File: config.mk
export PLATFORM = sky130hd
export DESIGN_NAME = l2_expr_collector
export DESIGN_NICKNAME = d
export VERILOG_FILES = /design/src/rtl/l2_pkg.sv /design/src/rtl/l2_char_class.sv /design/src/rtl/l2_expr_collector.sv
export SDC_FILE = /design/constraint.sdc
export NUM_CORES = 1
export LEC_CHECK = 0
export ABC_AREA = 1
export CAP_MARGIN = 20
export CORE_ASPECT_RATIO = 2
export CORE_UTILIZATION = 55
export DETAILED_ROUTE_END_ITERATION = 10
export PLACE_DENSITY = 0.85
export SYNTH_ARGS = -nofsm -noshare
export SYNTH_HDL_FRONTEND = slang
export SYNTH_HIERARCHICAL = 1
export SYNTH_SLANG_ARGS = --single-unit
File: constraint.sdc
create_clock -name clk -period 2.25 [get_ports clk]
set_input_delay 0.675 -clock clk [delete_from_list [all_inputs] [get_ports clk]]
set_output_delay 0.675 -clock clk [all_outputs]
set_load 0.03 [all_outputs]
File: src/rtl/l2_pkg.sv
// Shared types and constants for the L2 expression collector.
package l2_pkg;

  typedef enum logic [2:0] {
    S_A1,
    S_A2,
    S_OP,
    S_B1,
    S_B2,
    S_EQ,
    S_START,
    S_WAIT
  } l2_state_e;

  localparam logic [7:0] ZERO  = 8'h30;
  localparam logic [7:0] NINE  = 8'h39;
  localparam logic [7:0] PLUS  = 8'h2B;
  localparam logic [7:0] MINUS = 8'h2D;
  localparam logic [7:0] EQ    = 8'h3D;
  localparam logic [7:0] CR    = 8'h0D;
  localparam logic [7:0] SPACE = 8'h20;

  localparam int unsigned L2_TIMEOUT_DEFAULT = 16;

endpackage

File: src/rtl/l2_char_class.sv
// Combinational ASCII classifier for the expression collector.
module l2_char_class
  import l2_pkg::*;
(
  input  logic [7:0] ch,
  output logic       is_digit,
  output logic       is_op,
  output logic       is_term,
  output logic       is_space
);

  always_comb begin
    is_digit = (ch >= ZERO) && (ch <= NINE);
    is_op    = (ch == PLUS) || (ch == MINUS);
    is_term  = (ch == EQ) || (ch == CR);
    is_space = (ch == SPACE);
  end

endmodule

File: src/rtl/l2_expr_collector.sv
// Parses "DD op DD term" from an rx byte stream, latches operands, starts the
// adder and holds operands until done or timeout.
module l2_expr_collector
  import l2_pkg::*;
#(
  parameter int unsigned TIMEOUT = L2_TIMEOUT_DEFAULT
) (
  input  logic       clk,
  input  logic       Gl_rst_n,
  input  logic [7:0] Gl_rx_data,
  input  logic       Gl_rx_valid,
  input  logic       Gl_adder_done,
  output logic [7:0] L2p_r11,
  output logic [7:0] L2p_r12,
  output logic [7:0] L2p_r21,
  output logic [7:0] L2p_r22,
  output logic       L2p_subtract,
  output logic       L2p_adder_start,
  output logic       L2p_busy,
  output logic       L2p_err,
  output logic       L2p_drop
);

  l2_state_e  state_q, state_d;
  logic [7:0] r11_q, r11_d, r12_q, r12_d, r21_q, r21_d, r22_q, r22_d;
  logic       sub_q, sub_d;
  logic [7:0] cnt_q, cnt_d;
  logic       start_q, start_d, busy_q, busy_d, err_q, err_d, drop_q, drop_d;

  logic is_digit, is_op, is_term, is_space;
  logic take;

  l2_char_class u_class (
    .ch       (Gl_rx_data),
    .is_digit (is_digit),
    .is_op    (is_op),
    .is_term  (is_term),
    .is_space (is_space)
  );

  // A non-space strobe that a collecting state must either accept or reject.
  assign take = Gl_rx_valid && !is_space;

  always_comb begin
    state_d = state_q;
    r11_d   = r11_q;
    r12_d   = r12_q;
    r21_d   = r21_q;
    r22_d   = r22_q;
    sub_d   = sub_q;
    cnt_d   = '0;
    err_d   = 1'b0;
    drop_d  = 1'b0;

    unique case (state_q)
      S_A1: if (take) begin
        if (is_digit) begin r11_d = Gl_rx_data; state_d = S_A2; end
        else          begin err_d = 1'b1;       state_d = S_A1; end
      end
      S_A2: if (take) begin
        if (is_digit) begin r12_d = Gl_rx_data; state_d = S_OP; end
        else          begin err_d = 1'b1;       state_d = S_A1; end
      end
      S_OP: if (take) begin
        if (is_op) begin sub_d = (Gl_rx_data == MINUS); state_d = S_B1; end
        else       begin err_d = 1'b1;                  state_d = S_A1; end
      end
      S_B1: if (take) begin
        if (is_digit) begin r21_d = Gl_rx_data; state_d = S_B2; end
        else          begin err_d = 1'b1;       state_d = S_A1; end
      end
      S_B2: if (take) begin
        if (is_digit) begin r22_d = Gl_rx_data; state_d = S_EQ; end
        else          begin err_d = 1'b1;       state_d = S_A1; end
      end
      S_EQ: if (take) begin
        if (is_term) state_d = S_START;
        else begin err_d = 1'b1; state_d = S_A1; end
      end
      S_START: begin
        drop_d  = Gl_rx_valid;
        cnt_d   = cnt_q + 8'd1;
        state_d = S_WAIT;
      end
      S_WAIT: begin
        drop_d = Gl_rx_valid;
        // Counter equals cycles since the start cycle; done wins over timeout.
        if (Gl_adder_done) begin
          state_d = S_A1;
        end else if (cnt_q == 8'(TIMEOUT - 1)) begin
          err_d   = 1'b1;
          state_d = S_A1;
        end else begin
          cnt_d = cnt_q + 8'd1;
        end
      end
    endcase

    start_d = (state_d == S_START);
    busy_d  = (state_d == S_START) || (state_d == S_WAIT);
  end

  always_ff @(posedge clk or negedge Gl_rst_n) begin
    if (!Gl_rst_n) begin
      state_q <= S_A1;
      r11_q   <= ZERO;
      r12_q   <= ZERO;
      r21_q   <= ZERO;
      r22_q   <= ZERO;
      sub_q   <= 1'b0;
      cnt_q   <= '0;
      start_q <= 1'b0;
      busy_q  <= 1'b0;
      err_q   <= 1'b0;
      drop_q  <= 1'b0;
    end else begin
      state_q <= state_d;
      r11_q   <= r11_d;
      r12_q   <= r12_d;
      r21_q   <= r21_d;
      r22_q   <= r22_d;
      sub_q   <= sub_d;
      cnt_q   <= cnt_d;
      start_q <= start_d;
      busy_q  <= busy_d;
      err_q   <= err_d;
      drop_q  <= drop_d;
    end
  end

  assign L2p_r11         = r11_q;
  assign L2p_r12         = r12_q;
  assign L2p_r21         = r21_q;
  assign L2p_r22         = r22_q;
  assign L2p_subtract    = sub_q;
  assign L2p_adder_start = start_q;
  assign L2p_busy        = busy_q;
  assign L2p_err         = err_q;
  assign L2p_drop        = drop_q;

endmodule
==> results.json, run 1 <==
{
  "cts_tree": "built",
  "synth_edf_count": 0,
  "fill_cells": 254,
  "cts_sinks": 48,
  "final_core_util_pct": 76.5,
  "hold_slack_ns": 0.319,
  "path_cells": "clkdlybuf4s50_1",
  "vias": 2065,
  "critPathMaxStageDelay_ns": 0.69,
  "setup_viol_count_final": 0,
  "clk_transition_reported_paths_ns": 0.09,
  "synth-async-reset-ratio_pct": 100,
  "crit_type": "reg2out",
  "grt_setup_unrepaired": "false",
  "die_height_um": 94.3,
  "design_area_um2": 3130,
  "path_buf_inv": 1,
  "outcome": "completed",
  "vias_per_cell": 5.32,
  "synth_top_cell_by_area": "dfrtp_1",
  "maxCapViolCount": 0,
  "grt_pass1_vias": 2041,
  "hold_viol": 0,
  "drive_above_1_share_pct": 18.5,
  "syn_inst": 267,
  "track_usage_pct": 31.1,
  "rows": 33,
  "ys_types": 31,
  "yosys_warnings": 6,
  "numCtsBuffers": 5,
  "port_buffers": 48,
  "worst_pin_slew_ns": 0.398,
  "ctsHoldBuffers": 0,
  "die_w_um": 48.1,
  "grt_overflow": 0,
  "crit_family": "buffers and inverters",
  "clkLatencyLatePin_ns": 0.31,
  "grt_pass1_wl_mm": 9.64,
  "post_cts_resized": 0,
  "drt.antenna.violating_nets": 0,
  "p_leak_nw": 1.49,
  "min_period_over_period_pct": 98.7,
  "synth_area_leaders": "dfrtp_1, nand2_1, dfstp_2",
  "min_period_ns": 2.22,
  "top_layer": "met4",
  "placedInstanceArea_um2": 2980,
  "min_path_type": "in2async",
  "routabilityCongestion": 0.924,
  "cts.path.max_buffers": 2,
  "avgSynthCellArea_um2": 8.77,
  "setup-tns-final_ns": 0,
  "slowest_stage": "clkdlybuf4s50_1",
  "relSlewSlack_pct": 73.5,
  "grt_max_degree": 49,
  "antenna_found_initial": 0,
  "die_area_um2": 4540,
  "syn_area_um2": 2340,
  "cp_data_arrival_time_ns": 1.55,
  "clock_skew_ns": 0.00984,
  "root_buffer": "clkbuf_8",
  "wire_per_inst_um": 15.5,
  "critPathLaunchType": "flop",
  "ys_seq_area_share_pct": 51.7,
  "wl_met1_mm": 2.11,
  "hpwl_mm": 4.04,
  "dr.first_iter.drc_count": 74,
  "fin_nets": 348,
  "synth.top_cell.area_share_pct": 42.8,
  "cts_setup_buffers": 0,
  "routed_wl_mm": 6.02,
  "max_freq_ghz": 0.450,
  "core_um2": 4090,
  "cp-end-kind": "primary output",
  "n_antenna_cell": 0,
  "cp.required_ns": 1.57,
  "power.density_nw_per_um2": 752,
  "wl_met3_um": 318,
  "syn-num-nets": 280,
  "dr.pass1.iters": 4,
  "drc": 0,
  "synth_seq_cells": 48,
  "maxSlewViolCount": 0,
  "synth_ff_type": "dfrtp_1",
  "path_max_fanout": 2,
  "syn_to_final_growth_pct": 33.6,
  "vdd_drop_max_uv": 963,
  "ctsHtreeMaxLevel": 2,
  "met2_length_mm": 3.25,
  "start_util_pct": 57.3,
  "finalPower_mw": 2.35,
  "ios": 49
}
-- per-stage QoR --
| stage | std cells | setup slack (ns) |
|---|---|---|
| floorplan | 267 | 0.465 |
| global placement | 380 | -0.0437 |
| detailed placement | 380 | -0.103 |
| CTS | 388 | 0.0231 |
| global route | 388 | 0.00421 |
| finish | 388 | 0.0287 |
-- metal layers --
metal	GRT usage (%)	up-vias
li1	-	987
met1	34.0	995
met2	50.8	62
met3	6.73	21
met4	19.4	0
met5	0	-
-- cells by family (layout without fill, tap and decap cells) --
group,after synthesis,after routing,share of synthesized area (%)
compound gates,40,40,10.8
buf+inv,36,105,7.80
fa+ha+maj,1,1,0.534
xor+xnor,3,3,1.12
simple gates,139,139,28.0
flops,48,48,51.7
-- cell type report --
cell class / instances / area (um2) / area share (%)
Tap cell: 52 / 65.1 / 2.08
Multi-Input combinational cell: 183 / 952 / 30.5
Clock buffer: 5 / 68.8 / 2.20
Sequential cell: 48 / 1210 / 38.7
Inverter: 30 / 115 / 3.68
Timing Repair Buffer: 67 / 646 / 20.6
Clock inverter: 3 / 68.8 / 2.20
-- final timing paths --
kind / startpoint / slack [ns] / endpoint / cells after the start
worst max-delay path: L2p_r12[5] / 0.03 / L2p_r12[5] / 1
worst min-delay path: Gl_rst_n / 0.32 / L2p_drop / 2
worst max register to register: cnt_q[0] / 0.61 / state_q[1] / 6
worst min register to register: L2p_r21[4] / 0.49 / L2p_r21[4] / 2
max in group asynchronous: Gl_rst_n / 1.64 / L2p_r12[5] / 2
min in group clk: L2p_r21[4] / 0.49 / L2p_r21[4] / 2
-- cells in the mapped netlist, types with 2 or more instances --
master and number:
nor3_1 4, o21bai_1 2, xnor2_1 2, nor2_4 3
nor3_4 2, o21ai_2 8, inv_1 28, nand2_1 70
dfstp_2 8, a21oi_1 10, nor2_1 32, nand3_1 10
nor2_2 2, nand2_2 3, o21ai_1 16, buf_6 6
dfrtp_1 40, nand4_1 8
-- flip-flops by register name (all words and copies together) (netlist names), 3 cells and up --
signal and count:
L2p_r21 8, state_q 3, L2p_r12 8, L2p_r11 8
cnt_q 8, L2p_r22 8
-- power breakdown --
part,internal (mW),switching (mW),total [mW],leakage [nW]
Combinational,0.221,0.329,0.550,0.792
Clock,0.448,0.325,0.773,0.0687
Sequential,0.961,0.0676,1.03,0.627
-- placed cells by master (no fill, tap or decap), drive strengths merged --
cell           Yosys  routed
a211oi             1       1
a21oi             12      12
buf                6      20
bufinv             0       2
clkbuf             0       5
clkdlybuf4s50      0      46
dfrtp             40      40
dfstp              8       8
dlymetal6s2s       0       1
ha                 1       1
inv               30      31
nand2             74      74
nand3             11      11
nand3b             1       1
nand4              9       9
nor2              37      37
nor3               6       6
o21ai             25      25
o21bai             2       2
or2                1       1
xnor2              2       2
xor2               1       1
No activity file was read; power rests on OpenSTA's default activity.
==> inputs of run 2 (changes only) <==
--- a/config.mk
+++ b/config.mk
@@ -8,9 +8,9 @@
 export ABC_AREA = 1
 export CAP_MARGIN = 20
 export CORE_ASPECT_RATIO = 2
-export CORE_UTILIZATION = 55
+export CORE_UTILIZATION = 51
 export DETAILED_ROUTE_END_ITERATION = 10
-export PLACE_DENSITY = 0.85
+export PLACE_DENSITY = 0.8
 export SYNTH_ARGS = -nofsm -noshare
 export SYNTH_HDL_FRONTEND = slang
 export SYNTH_HIERARCHICAL = 1
==> constraint.sdc (replaced) <==
create_clock -name clk -period 2.3 [get_ports clk]
set_input_delay 0.69 -clock clk [delete_from_list [all_inputs] [get_ports clk]]
set_output_delay 0.69 -clock clk [all_outputs]
set_load 0.03 [all_outputs]
==> results.json, run 2 (synthesized netlist as in run 1, its figures left out) <==
{
  "fin_cells": 389,
  "grt_pass1_vias": 2022,
  "ctsHoldBuffers": 0,
  "root_buffer": "clkbuf_8",
  "setup_viol_count_final": 0,
  "critPathMaxStageDelay_ns": 0.71,
  "dpl.cell_count": 381,
  "path_buf_inv": 1,
  "layout_commonest_cell": "nand2_1",
  "fin_nets": 347,
  "dr.pass1.iters": 4,
  "routed_wl_mm": 5.38,
  "p_leak_nw": 1.45,
  "antenna_found_initial": 0,
  "layout_common_cells": "nand2_1, clkdlybuf4s50_1, dfrtp_1",
  "hold_viol": 0,
  "grt_overflow": 0,
  "power.share.switching_pct": 30.3,
  "ios": 49,
  "die_w_um": 49.9,
  "ctsHtreeMaxLevel": 2,
  "finalPower_mw": 2.17,
  "n_antenna_cell": 0,
  "min_path_type": "in2async",
  "path_max_fanout": 2,
  "die_height_um": 97.8,
  "dp_slack_ns": -0.0639,
  "top_layer": "met4",
  "post_cts_resized": 0,
  "syn_to_final_growth_pct": 32.3,
  "power.density_nw_per_um2": 700,
  "wire_per_inst_um": 13.8,
  "slowest_stage": "clkdlybuf4s50_1",
  "cp-end-kind": "primary output",
  "port_buffers": 48,
  "wl_met1_mm": 1.90,
  "max_freq_ghz": 0.445,
  "cts_setup_buffers": 0,
  "register_area_um2": 1210,
  "drt.antenna.violating_nets": 0,
  "dr.first_iter.drc_count": 32,
  "crit_family": "buffers and inverters",
  "clkLatencyLatePin_ns": 0.30,
  "hpwl_mm": 4.08,
  "critPathLaunchType": "flop",
  "maxCapViolCount": 0,
  "design_area_um2": 3100,
  "start_util_pct": 53.4,
  "seq_power_share_pct": 46.2,
  "fin_ws_ns": 0.0511,
  "wl_met3_um": 254,
  "clk_transition_reported_paths_ns": 0.09,
  "met2_length_mm": 3.02,
  "drive_above_1_share_pct": 18.2,
  "cp_data_arrival_time_ns": 1.56,
  "grt_setup_unrepaired": "false",
  "rrSetupSlack_ns": 0.74,
  "vdd_drop_max_uv": 803,
  "vias": 1976,
  "rows": 34,
  "placedInstanceArea_um2": 2980,
  "min_period_over_period_pct": 97.8,
  "die_area_um2": 4880,
  "clock_skew_ns": 0.00700,
  "final_core_util_pct": 70.7,
  "fill_cells": 350,
  "vias_per_cell": 5.08,
  "outcome": "completed",
  "cts_sinks": 48,
  "comb_power_share_pct": 24.1,
  "min_period_ns": 2.25,
  "crit_type": "reg2out",
  "cts.path.max_buffers": 2,
  "grt_max_degree": 49,
  "cts_tree": "built",
  "p_sw_mw": 0.657,
  "maxSlewViolCount": 0,
  "numCtsBuffers": 5,
  "drc": 0,
  "multiInputGateArea_um2": 947,
  "clkPwrFrac_pct": 29.6,
  "path_cells": "clkdlybuf4s50_1",
  "track_usage_pct": 24.6,
  "routabilityCongestion": 0.891,
  "p_int_mw": 1.51,
  "relSlewSlack_pct": 73.9,
  "cp.required_ns": 1.61,
  "worst_pin_slew_ns": 0.391,
  "core_um2": 4380,
  "grt_pass1_wl_mm": 9.20
}
-- run 2: power by group through the flow --
stage / Sequential (mW) / Combinational (mW) / Clock (mW)
global route: 1.01 / 0.561 / 0.678
global placement: 1.02 / 0.519 / 0
detailed placement: 1.02 / 0.526 / 0
CTS: 1.00 / 0.529 / 0.656
floorplan: 1.16 / 0.141 / 0
finish: 1.00 / 0.523 / 0.643
-- run 2: layer usage --
metal | up-vias | track usage (%)
li1 | 986 | -
met3 | 17 | 5.30
met2 | 52 | 43.6
met1 | 921 | 26.8
met5 | - | 0
met4 | 0 | 11.9
-- run 2: path summary, 6_finish.rpt --
| path | from | endpoint | cells past startpoint |
|---|---|---|---|
| setup / recovery | L2p_r22[4] | L2p_r22[4] | 1 |
| hold / removal | Gl_rst_n | L2p_r22[6] | 2 |
| setup reg to reg | cnt_q[0] | state_q[1] | 6 |
| hold reg to reg | L2p_r21[4] | L2p_r21[4] | 2 |
| max in group asynchronous | Gl_rst_n | L2p_r11[4] | 2 |
| min in group clk | L2p_r21[4] | L2p_r21[4] | 2 |
-- run 2: final cells by class --
type / instances / area share (%)
tap: 54 / 2.18
inverter: 30 / 3.72
multi-input combinational: 183 / 30.6
sequential: 48 / 39.1
timing repair buffer: 66 / 20.5
clock buffer: 6 / 2.67
clock inverter: 2 / 1.25
-- run 2: through the flow --
step / hold WS, ns / setup TNS (ns)
global route: 0.374 / 0
floorplan: 0.394 / 0
CTS: 0.360 / 0
detailed placement: 0.471 / -0.429
finish: 0.354 / 0
global placement: 0.461 / -0.183
